`config.mk`:
```
export PLATFORM = sky130hd
export DESIGN_NAME = porta_latch_ctrl
export DESIGN_NICKNAME = d
export VERILOG_FILES = /design/src/rtl/porta_pkg.sv /design/src/rtl/porta_sync2.sv /design/src/rtl/porta_latch_ctrl.sv
export SDC_FILE = /design/constraint.sdc
export NUM_CORES = 1
export LEC_CHECK = 0
export ABC_CLOCK_PERIOD_IN_PS = 1000
export CAP_MARGIN = 20
export CORE_MARGIN = 5
export CORE_UTILIZATION = 37
export DETAILED_ROUTE_END_ITERATION = 10
export PLACE_DENSITY = 0.75
export SLEW_MARGIN = 20
export SYNTH_ARGS = -nofsm -noshare
export SYNTH_HDL_FRONTEND = slang
export SYNTH_HIERARCHICAL = 1
export SYNTH_SLANG_ARGS = --single-unit
```
`constraint.sdc`:
```
create_clock -name clk -period 1 [get_ports clk]
set_clock_uncertainty 0.2 [all_clocks]
set_input_delay 0.2 -clock clk [delete_from_list [all_inputs] [get_ports clk]]
set_output_delay 0.2 -clock clk [all_outputs]
set_load 0.05 [all_outputs]
```
`src/rtl/porta_pkg.sv`:
```
// Shared constants and types for the PIC16F84 PORTA/TRISA register block.
package porta_pkg;

    localparam int              RA_W       = 5;
    localparam logic [7:0]      PORTA_ADDR = 8'h05;
    localparam logic [7:0]      TRISA_ADDR = 8'h85;
    localparam logic [RA_W-1:0] TRIS_RST   = 5'h1F;

    typedef logic [RA_W-1:0] ra_t;

    // Widen an RA-sized value onto the 8-bit core data bus.
    function automatic logic [7:0] ra_to_bus(input ra_t v);
        return {3'b000, v};
    endfunction

endpackage

```
`src/rtl/porta_sync2.sv`:
```
// Parameterised-width two-flop synchroniser with asynchronous reset to zero.
module porta_sync2 #(
    parameter int W = 1
) (
    input  logic         clk,
    input  logic         rst,
    input  logic [W-1:0] d,
    output logic [W-1:0] q
);

    logic [W-1:0] meta_r;
    logic [W-1:0] sync_r;

    // Two-stage capture of the asynchronous inputs.
    always_ff @(posedge clk or posedge rst) begin
        if (rst) begin
            meta_r <= {W{1'b0}};
            sync_r <= {W{1'b0}};
        end else begin
            meta_r <= d;
            sync_r <= meta_r;
        end
    end

    assign q = sync_r;

endmodule

```
`src/rtl/porta_latch_ctrl.sv`:
```
// PORTA output latch, TRISA direction register and RA pin readback for the PIC16F84 core.
// Define PORTA_T0CKI_EN to build the RA4/T0CKI edge-tick generator for TMR0.
module porta_latch_ctrl
    import porta_pkg::*;
(
    input  logic        clk,
    input  logic        rst,
    input  logic [7:0]  addr,
    input  logic        wr_en,
    input  logic [7:0]  wr_data,
    input  logic        rd_en,
    output logic [7:0]  rd_data,
    output logic        rd_valid,
    input  logic [4:0]  pin_in,
    output logic [4:0]  data_out,
    output logic [4:0]  tris_out,
    input  logic        t0se,
    output logic        t0cki_tick
);

    ra_t        latch_r;
    ra_t        tris_r;
    ra_t        pin_sync_s;
    logic [7:0] rd_data_r;
    logic       rd_valid_r;
    logic [7:0] rd_mux_s;
    logic [2:0] unused_wr_hi_s;

    assign unused_wr_hi_s = wr_data[7:RA_W];

    porta_sync2 #(
        .W (RA_W)
    ) u_sync (
        .clk (clk),
        .rst (rst),
        .d   (pin_in),
        .q   (pin_sync_s)
    );

    // PORTA reads the synchronised pins rather than the latch, so core read-modify-write acts on pin levels.
    always_comb begin
        rd_mux_s = 8'h00;
        case (addr)
            PORTA_ADDR: rd_mux_s = ra_to_bus(pin_sync_s);
            TRISA_ADDR: rd_mux_s = ra_to_bus(tris_r);
            default:    rd_mux_s = 8'h00;
        endcase
    end

    // Register-file writes and registered read port; a same-cycle read sees the pre-write value.
    always_ff @(posedge clk or posedge rst) begin
        if (rst) begin
            latch_r    <= 5'h00;
            tris_r     <= TRIS_RST;
            rd_data_r  <= 8'h00;
            rd_valid_r <= 1'b0;
        end else begin
            if (wr_en && (addr == PORTA_ADDR)) begin
                latch_r <= wr_data[RA_W-1:0];
            end
            if (wr_en && (addr == TRISA_ADDR)) begin
                tris_r <= wr_data[RA_W-1:0];
            end
            if (rd_en) begin
                rd_data_r <= rd_mux_s;
            end
            rd_valid_r <= rd_en;
        end
    end

    assign rd_data  = rd_data_r;
    assign rd_valid = rd_valid_r;
    assign tris_out = tris_r;
    assign data_out = latch_r & ~tris_r;

`ifdef PORTA_T0CKI_EN
    logic ra4_prev_r;
    logic tick_r;
    logic edge_s;

    // Selected-edge detect on the synchronised RA4, independent of its direction bit.
    always_comb begin
        if (t0se) begin
            edge_s = ~pin_sync_s[4] & ra4_prev_r;
        end else begin
            edge_s = pin_sync_s[4] & ~ra4_prev_r;
        end
    end

    // Previous-RA4 history and registered tick.
    always_ff @(posedge clk or posedge rst) begin
        if (rst) begin
            ra4_prev_r <= 1'b0;
            tick_r     <= 1'b0;
        end else begin
            ra4_prev_r <= pin_sync_s[4];
            tick_r     <= edge_s;
        end
    end

    assign t0cki_tick = tick_r;
`else
    logic unused_t0se_s;

    assign unused_t0se_s = t0se;
    assign t0cki_tick    = 1'b0;
`endif

endmodule

```
[After elaboration in Yosys (flattened, before gate mapping)]
Cells that the tools add are included.
Cells by class
  bitwise gates (word level): 2
  muxes and demuxes: 1
  reductions and logical operators: 2
  equality and inequality tests: 2
Operators by type and width (count)
  $pmux 5 s2: 1
  $eq 8x3->1 const B: 1
  $eq 8x8->1 const B: 1
  $and 5x5->5: 1
  $not 5->5: 1
  $logic_and 1x1->1: 2
Word-level totals
  logic and storage cells: 13
  output and inout port bits: 20
  register bits: 29
  input port bits: 26

[Logic depth before layout (Yosys ltp)]
Gate-level depths: netlist of run 1.
  depth in word-level cells: 2
  mapped depth: 4
  gate-level depth less buffers: 3

[Hierarchy]
The synthesis of run 1 kept the hierarchy.
Modules (own cells, without submodules)
  porta_latch_ctrl: cells an instance 64, sequential area each 406.6 um^2, times used 1, area each 789.5 um^2
  porta_sync2: cells an instance 11, sequential area each 250.2 um^2, times used 1, area each 254.0 um^2

[Least setup slack after synthesis of run 1]
OpenSTA, ideal clock, no wires.
  path kind: reg-to-output
  start point: register tris_r[0] (netlist: tris_out[0])
  end point: output data_out[0]
  arrival: 1.174 ns
  setup slack: -0.574 ns
  cell stages (with the launch flop): 2
  buffers on the path: 0
  data required time: 0.600 ns
  cell sequence: dfstp_2 -> nor2b_1
Between the ends
  word-level cells in the longest chain between the ends: 2
RTL lines
  from (decl): line porta_latch_ctrl.sv:22  | ra_t tris_r;
  from (signal assigned): line porta_latch_ctrl.sv:62  | tris_r <= wr_data[RA_W-1:0];
  $not 5->5: line porta_latch_ctrl.sv:74  | assign data_out = latch_r & ~tris_r;
  $and 5x5->5: line porta_latch_ctrl.sv:74
  to (decl): line porta_latch_ctrl.sv:15  | output logic [4:0] data_out,
Every way passes these cells.

[Worst setup path in the final report of run 1]
  start point: register tris_r[1] (netlist: tris_out[1])
  end point: output data_out[1]
Same word-level chain as after synthesis.

==> results.py, run 1 <==
metrics = {
    "outcome": {
        "outcome": "finished, violations left",
        "violations": "negative hold slack, negative setup slack",
    },
    "yosys": {
        "synth.distinct_cells": 15,
        "synthFlopType": "dfrtp_1",
        "ys_seq_elements": 26,
        "synth-edff-count": 0,
        "synth_cells": 75,
        "yosysWarnings": 6,
        "synthArstFlopShare_pct": 100,
        "syn_avg_cell_area_um2": 13.9,
        "ys_seq_area_share_pct": 62.9,
        "synth.cell_area_mm2": 0.00104,
    },
    "setup_path": {
        "path_buf_inv": 1,
        "max_stage_delay_ns": 0.68,
        "critPathLaunchType": "flip-flop",
        "endpoint_kind": "primary output",
        "crit_fanout": 3,
        "crit_chain": "nor2b_4 -> buf_12",
        "crit_arrival_ns": 1.19,
        "cpMaxStageDelayCell": "dfstp_4",
        "critical_path_required_ns": 0.60,
        "critical_path.top_delay_family": "flip-flops",
        "crit_type": "reg2out",
    },
    "place": {
        "place_congestion": 0.705,
        "placed_area_mm2": 0.00169,
        "port_buffers": 37,
        "preCtsSetupSlack_ns": -0.957,
        "dp_hpwl_mm": 1.82,
    },
    "route": {
        "first_pass_iters": 4,
        "num_vias": 721,
        "drtAntennaViolNets": 0,
        "wire_per_inst_um": 14.9,
        "drc": 0,
        "vias_per_cell": 4.59,
        "drt_wl_total_mm": 2.35,
        "first_iter_violations": 12,
    },
    "floorplan": {
        "core_mm2": 0.00273,
        "die_h_um": 63.1,
        "start_util_pct": 38.2,
        "ioPinCount": 46,
        "die-width_um": 63.1,
        "rows": 19,
        "die_area_mm2": 0.00398,
    },
    "timing": {
        "rsz0062_at_grt": "true",
        "drv_slew": 0,
        "finalCritPeriodShare_pct": 159,
        "hold_viol": 18,
        "finalWorstSetupSlack_ns": -0.593,
        "period_needed_ns": 1.59,
        "finalSetupViolCount": 31,
        "whs_ns": -0.0469,
        "max_freq_mhz": 628,
    },
    "finish": {
        "nets": 153,
        "antenna_cells": 0,
        "drive_gt1_share_pct": 65.1,
        "most-common-layout-cells": "dfrtp_1 (16), buf_12 (16), clkdlybuf4s50_1 (12), buf_6 (9), mux2_4 (8)",
        "fin_area_mm2": 0.00190,
        "areaGrowthSynthToFinish_pct": 81.9,
    },
    "power_and_ir_drop": {
        "totalPowerFinal_w": 0.00231,
        "p_per_area_mw_per_mm2": 1220,
        "leakagePower_nw": 0.870,
        "ir_drop_uv": 1720,
    },
    "clocking": {
        "root_buffer": "clkbuf_4",
        "clkTransAtPathRegs_ns": 0.14,
        "numCtsBuffers": 3,
        "cts_tree": "built",
        "clockBufferDepth": 2,
        "clock_latency_ns": 0.31,
        "clock_sinks": 26,
        "htreeDepth": 1,
    },
    "grt": {
        "grt.total_usage_pct": 12.2,
        "grt_start_max_net_pins": 17,
        "grt_pass1_wl_mm": 3.79,
        "grt_pass1_vias": 786,
        "overflow": 0,
        "grt_antenna_before_repair": 0,
    },
    "hold_path": {
        "hp-class": "in2async",
    },
    "flow_run": {
        "cap_viol_max_count": 0,
    },
}
where the power goes:
part	switching (W)	total [W]	internal, W
clock network	0.000303	0.000708	0.000405
registers	0.0000322	0.00114	0.00111
logic	0.000221	0.000469	0.000248
cells by family (layout without fill, tap and decap cells):
logic type | count (synthesis) | count (layout) | share of synthesized area (%)
and+or+nand+nor | 15 | 15 | 11.3
other | 1 | 4 | 0.359
DFF | 26 | 26 | 62.9
buffers and inverters | 13 | 61 | 6.23
muxes | 15 | 15 | 16.2
AOI/OAI and AO/OA | 5 | 5 | 3.00
final cells by class:
cell class | count | area [um2]
repair buffers | 50 | 639
flip-flops and latches | 26 | 678
inverters | 7 | 26.3
multi-input cells | 39 | 463
fillers | 177 | 836
clock inverters | 1 | 30.0
clock buffers | 3 | 22.5
well taps | 31 | 38.8
cells in the mapped netlist (4+ instances only):
| cell | instances | area, um2 |
|---|---|---|
| dfstp_2 | 5 | 131 |
| buf_4 | 4 | 30.0 |
| inv_1 | 7 | 26.3 |
| nor2b_1 | 5 | 31.3 |
| dfrtp_1 | 21 | 526 |
| o22ai_1 | 5 | 31.3 |
| mux2_2 | 15 | 169 |
| nand2_1 | 6 | 22.5 |
stage by stage:
stage          TNS [ns]  util (%)  instances
2_1_floorplan     -6.39         -         78
3_3_place_gp     -14.25      61.7        144
3_5_place_dp     -14.80      61.7        144
4_1_cts          -10.67      66.6        153
5_1_grt          -11.93      69.4        157
6_report         -10.88      69.4        157
flip-flops by register name, indices dropped and copies added (netlist names):
signal,flops
latch_r,5
rd_data,5
rd_valid,1
tris_out,5
u_sync/meta_r,5
u_sync/q,5
worst register-to-register path: stages, from the launching register on:
cell and delay (ns):
dfstp_4 0.52, buf_4 0.14, mux2_4 0.26, nand2_2 0.07
o22ai_2 0.05
path summary, 6_finish.rpt:
path                                                 start                         end  slack, ns  depth (start not counted)
max in group asynchronous                              rst       u_sync/q[4]$_DFF_PP0_       0.39                          2
min in group clk                                 pin_in[3]  u_sync/meta_r[3]$_DFF_PP0_       0.11                          1
worst min register to register  u_sync/meta_r[1]$_DFF_PP0_       u_sync/q[1]$_DFF_PP0_       0.16                          0
worst max register to register     tris_out[3]$_DFFE_PP1P_      rd_data[3]$_DFFE_PP0P_      -0.35                          4
worst min-delay path                                   rst       u_sync/q[1]$_DFF_PP0_      -0.05                          2
worst max-delay path               tris_out[1]$_DFFE_PP1P_                 data_out[1]      -0.59                          2
what timing repair did:
action | in CTS | in global routing
gates resized for setup | 40 | 12
setup buffers | 5 | 5
hold endpoints to repair | 10 | 10
endpoints found under the setup margin | 31 | 31
pin swaps | 6 | 2
per-layer routing:
layer  share of wire [%]  routed length [um]  vias up  global-route usage, %
met4                0.72                  17        0                   2.39
met5                   0                   0        -                      0
met2                  56                1310       21                   21.7
met3                 6.1                 142        2                   4.62
li1                    -                   -      342                      -
met1                  37                 872      356                   13.9
No activity file was read; power rests on OpenSTA's default activity.
==> inputs of run 2 (changes only) <==
--- a/config.mk
+++ b/config.mk
@@ -11,7 +11,7 @@
 export CORE_UTILIZATION = 37
 export DETAILED_ROUTE_END_ITERATION = 10
 export PLACE_DENSITY = 0.75
-export SLEW_MARGIN = 20
+export SLEW_MARGIN = 25
 export SYNTH_ARGS = -nofsm -noshare
 export SYNTH_HDL_FRONTEND = slang
 export SYNTH_HIERARCHICAL = 1
==> constraint.sdc (replaced) <==
create_clock -name clk -period 1 [get_ports clk]
set_clock_uncertainty 0.2 [all_clocks]
set_input_delay 0.2 -clock clk [delete_from_list [all_inputs] [get_ports clk]]
set_output_delay 0.2 -clock clk [all_outputs]
set_load 0.01 [all_outputs]
==> results.py, run 2 (synthesis gave the netlist of run 1 again) <==
metrics = {
    "floorplan": {
        "start_util_pct": 38.2,
        "core_mm2": 0.00273,
        "die_h_um": 63.1,
        "ioPinCount": 46,
        "die_area_mm2": 0.00398,
        "rows": 19,
        "die-width_um": 63.1,
    },
    "timing": {
        "rsz0062_at_grt": "true",
        "drv_slew": 0,
        "whs_ns": -0.0485,
        "finalWorstSetupSlack_ns": -0.468,
        "max_freq_mhz": 681,
        "period_needed_ns": 1.47,
        "finalSetupViolCount": 31,
        "finalCritPeriodShare_pct": 147,
        "hold_viol": 21,
    },
    "hold_path": {
        "hp-class": "in2async",
    },
    "route": {
        "drc": 0,
        "first_pass_iters": 2,
        "num_vias": 758,
        "drtAntennaViolNets": 0,
        "first_iter_violations": 10,
        "vias_per_cell": 4.62,
        "drt_wl_total_mm": 2.32,
        "wire_per_inst_um": 14.2,
    },
    "setup_path": {
        "crit_arrival_ns": 1.07,
        "max_stage_delay_ns": 0.58,
        "endpoint_kind": "primary output",
        "critPathLaunchType": "flip-flop",
        "crit_chain": "nor2b_2 -> buf_2",
        "critical_path_required_ns": 0.60,
        "cpMaxStageDelayCell": "dfstp_2",
        "crit_type": "reg2out",
        "path_buf_inv": 1,
        "crit_fanout": 3,
        "critical_path.top_delay_family": "flip-flops",
    },
    "place": {
        "dp_hpwl_mm": 1.76,
        "dp_cells": 149,
        "port_buffers": 37,
        "place_congestion": 0.708,
        "preCtsSetupSlack_ns": -0.931,
    },
    "clocking": {
        "clkTransAtPathRegs_ns": 0.13,
        "clockBufferDepth": 2,
        "clock_sinks": 26,
        "clock_latency_ns": 0.32,
        "htreeDepth": 1,
        "numCtsBuffers": 3,
        "cts_tree": "built",
        "root_buffer": "clkbuf_4",
    },
    "grt": {
        "grt_pass1_wl_mm": 3.63,
        "grt_start_max_net_pins": 17,
        "overflow": 0,
        "grt.total_usage_pct": 11.3,
        "grt_pass1_vias": 770,
        "grt_antenna_before_repair": 0,
    },
    "finish": {
        "drive_gt1_share_pct": 60.2,
        "most-common-layout-cells": "buf_2 (21), dfrtp_1 (21), buf_4 (16), clkdlybuf4s50_1 (12), mux2_2 (10)",
        "areaGrowthSynthToFinish_pct": 55.2,
        "final_util_pct": 59.2,
        "fill_cells": 223,
        "antenna_cells": 0,
        "final_cells": 164,
        "nets": 160,
    },
    "outcome": {
        "violations": "negative hold slack, negative setup slack",
        "outcome": "finished, violations left",
    },
    "power_and_ir_drop": {
        "totalPowerFinal_w": 0.00212,
        "ir_drop_uv": 1400,
        "p_per_area_mw_per_mm2": 1310,
        "leakagePower_nw": 0.846,
    },
    "flow_run": {
        "cap_viol_max_count": 0,
    },
}
==> run 2: cell types whose count changed in the layout (fill, tap and decap cells not counted), sizes merged <==
cell           before  now
buf                34   43
clkdlybuf4s15       2    0
==> run 2: metrics by stage <==
step / setup TNS (ns) / area (um2)
finish: -8.71 / 1620
global route: -9.97 / 1620
CTS: -8.64 / 1540
detailed placement: -18.81 / 1520
global placement: -18.40 / 1520
floorplan: -3.88 / 1070
==> run 2: metal layers <==
layer,global-route usage (%),vias to the layer above,share of wire [%]
li1,-,357,-
met1,12.7,371,39
met2,19.4,30,51
met3,6.93,0,10
met4,0,0,0
met5,0,-,0
==> run 2: final timing paths <==
kind / startpoint / endpoint / slack (ns) / cells past startpoint
min in group clk: pin_in[0] / u_sync/meta_r[0]$_DFF_PP0_ / 0.10 / 1
hold reg to reg: u_sync/meta_r[0]$_DFF_PP0_ / u_sync/q[0]$_DFF_PP0_ / 0.16 / 0
hold / removal: rst / u_sync/meta_r[4]$_DFF_PP0_ / -0.05 / 2
setup / recovery: tris_out[2]$_DFFE_PP1P_ / data_out[2] / -0.47 / 2
setup reg to reg: tris_out[2]$_DFFE_PP1P_ / rd_data[2]$_DFFE_PP0P_ / -0.32 / 5
max in group asynchronous: rst / u_sync/q[2]$_DFF_PP0_ / 0.40 / 2
==> run 2: repair_timing <==
item | CTS | global route
setup buffers | 5 | 6
setup endpoints to repair | 31 | 31
gates resized for setup | 101 | 8
endpoints found under the hold margin | 21 | 7
pin swaps | 4 | 2
==> run 2: area by class of cell <==
cell class / count / area, um2 / area share [%]
multi-input cells: 39 / 405 / 25.0
inverters: 7 / 26.3 / 1.62
well taps: 31 / 38.8 / 2.40
clock inverters: 1 / 30.0 / 1.85
flip-flops and latches: 26 / 657 / 40.6
clock buffers: 3 / 22.5 / 1.39
repair buffers: 57 / 439 / 27.1
==> run 2: power breakdown <==
part | switching, W | internal [W]
logic | 0.000116 | 0.000168
clock network | 0.000304 | 0.000405
registers | 0.0000201 | 0.00110
total | 0.000440 | 0.00167
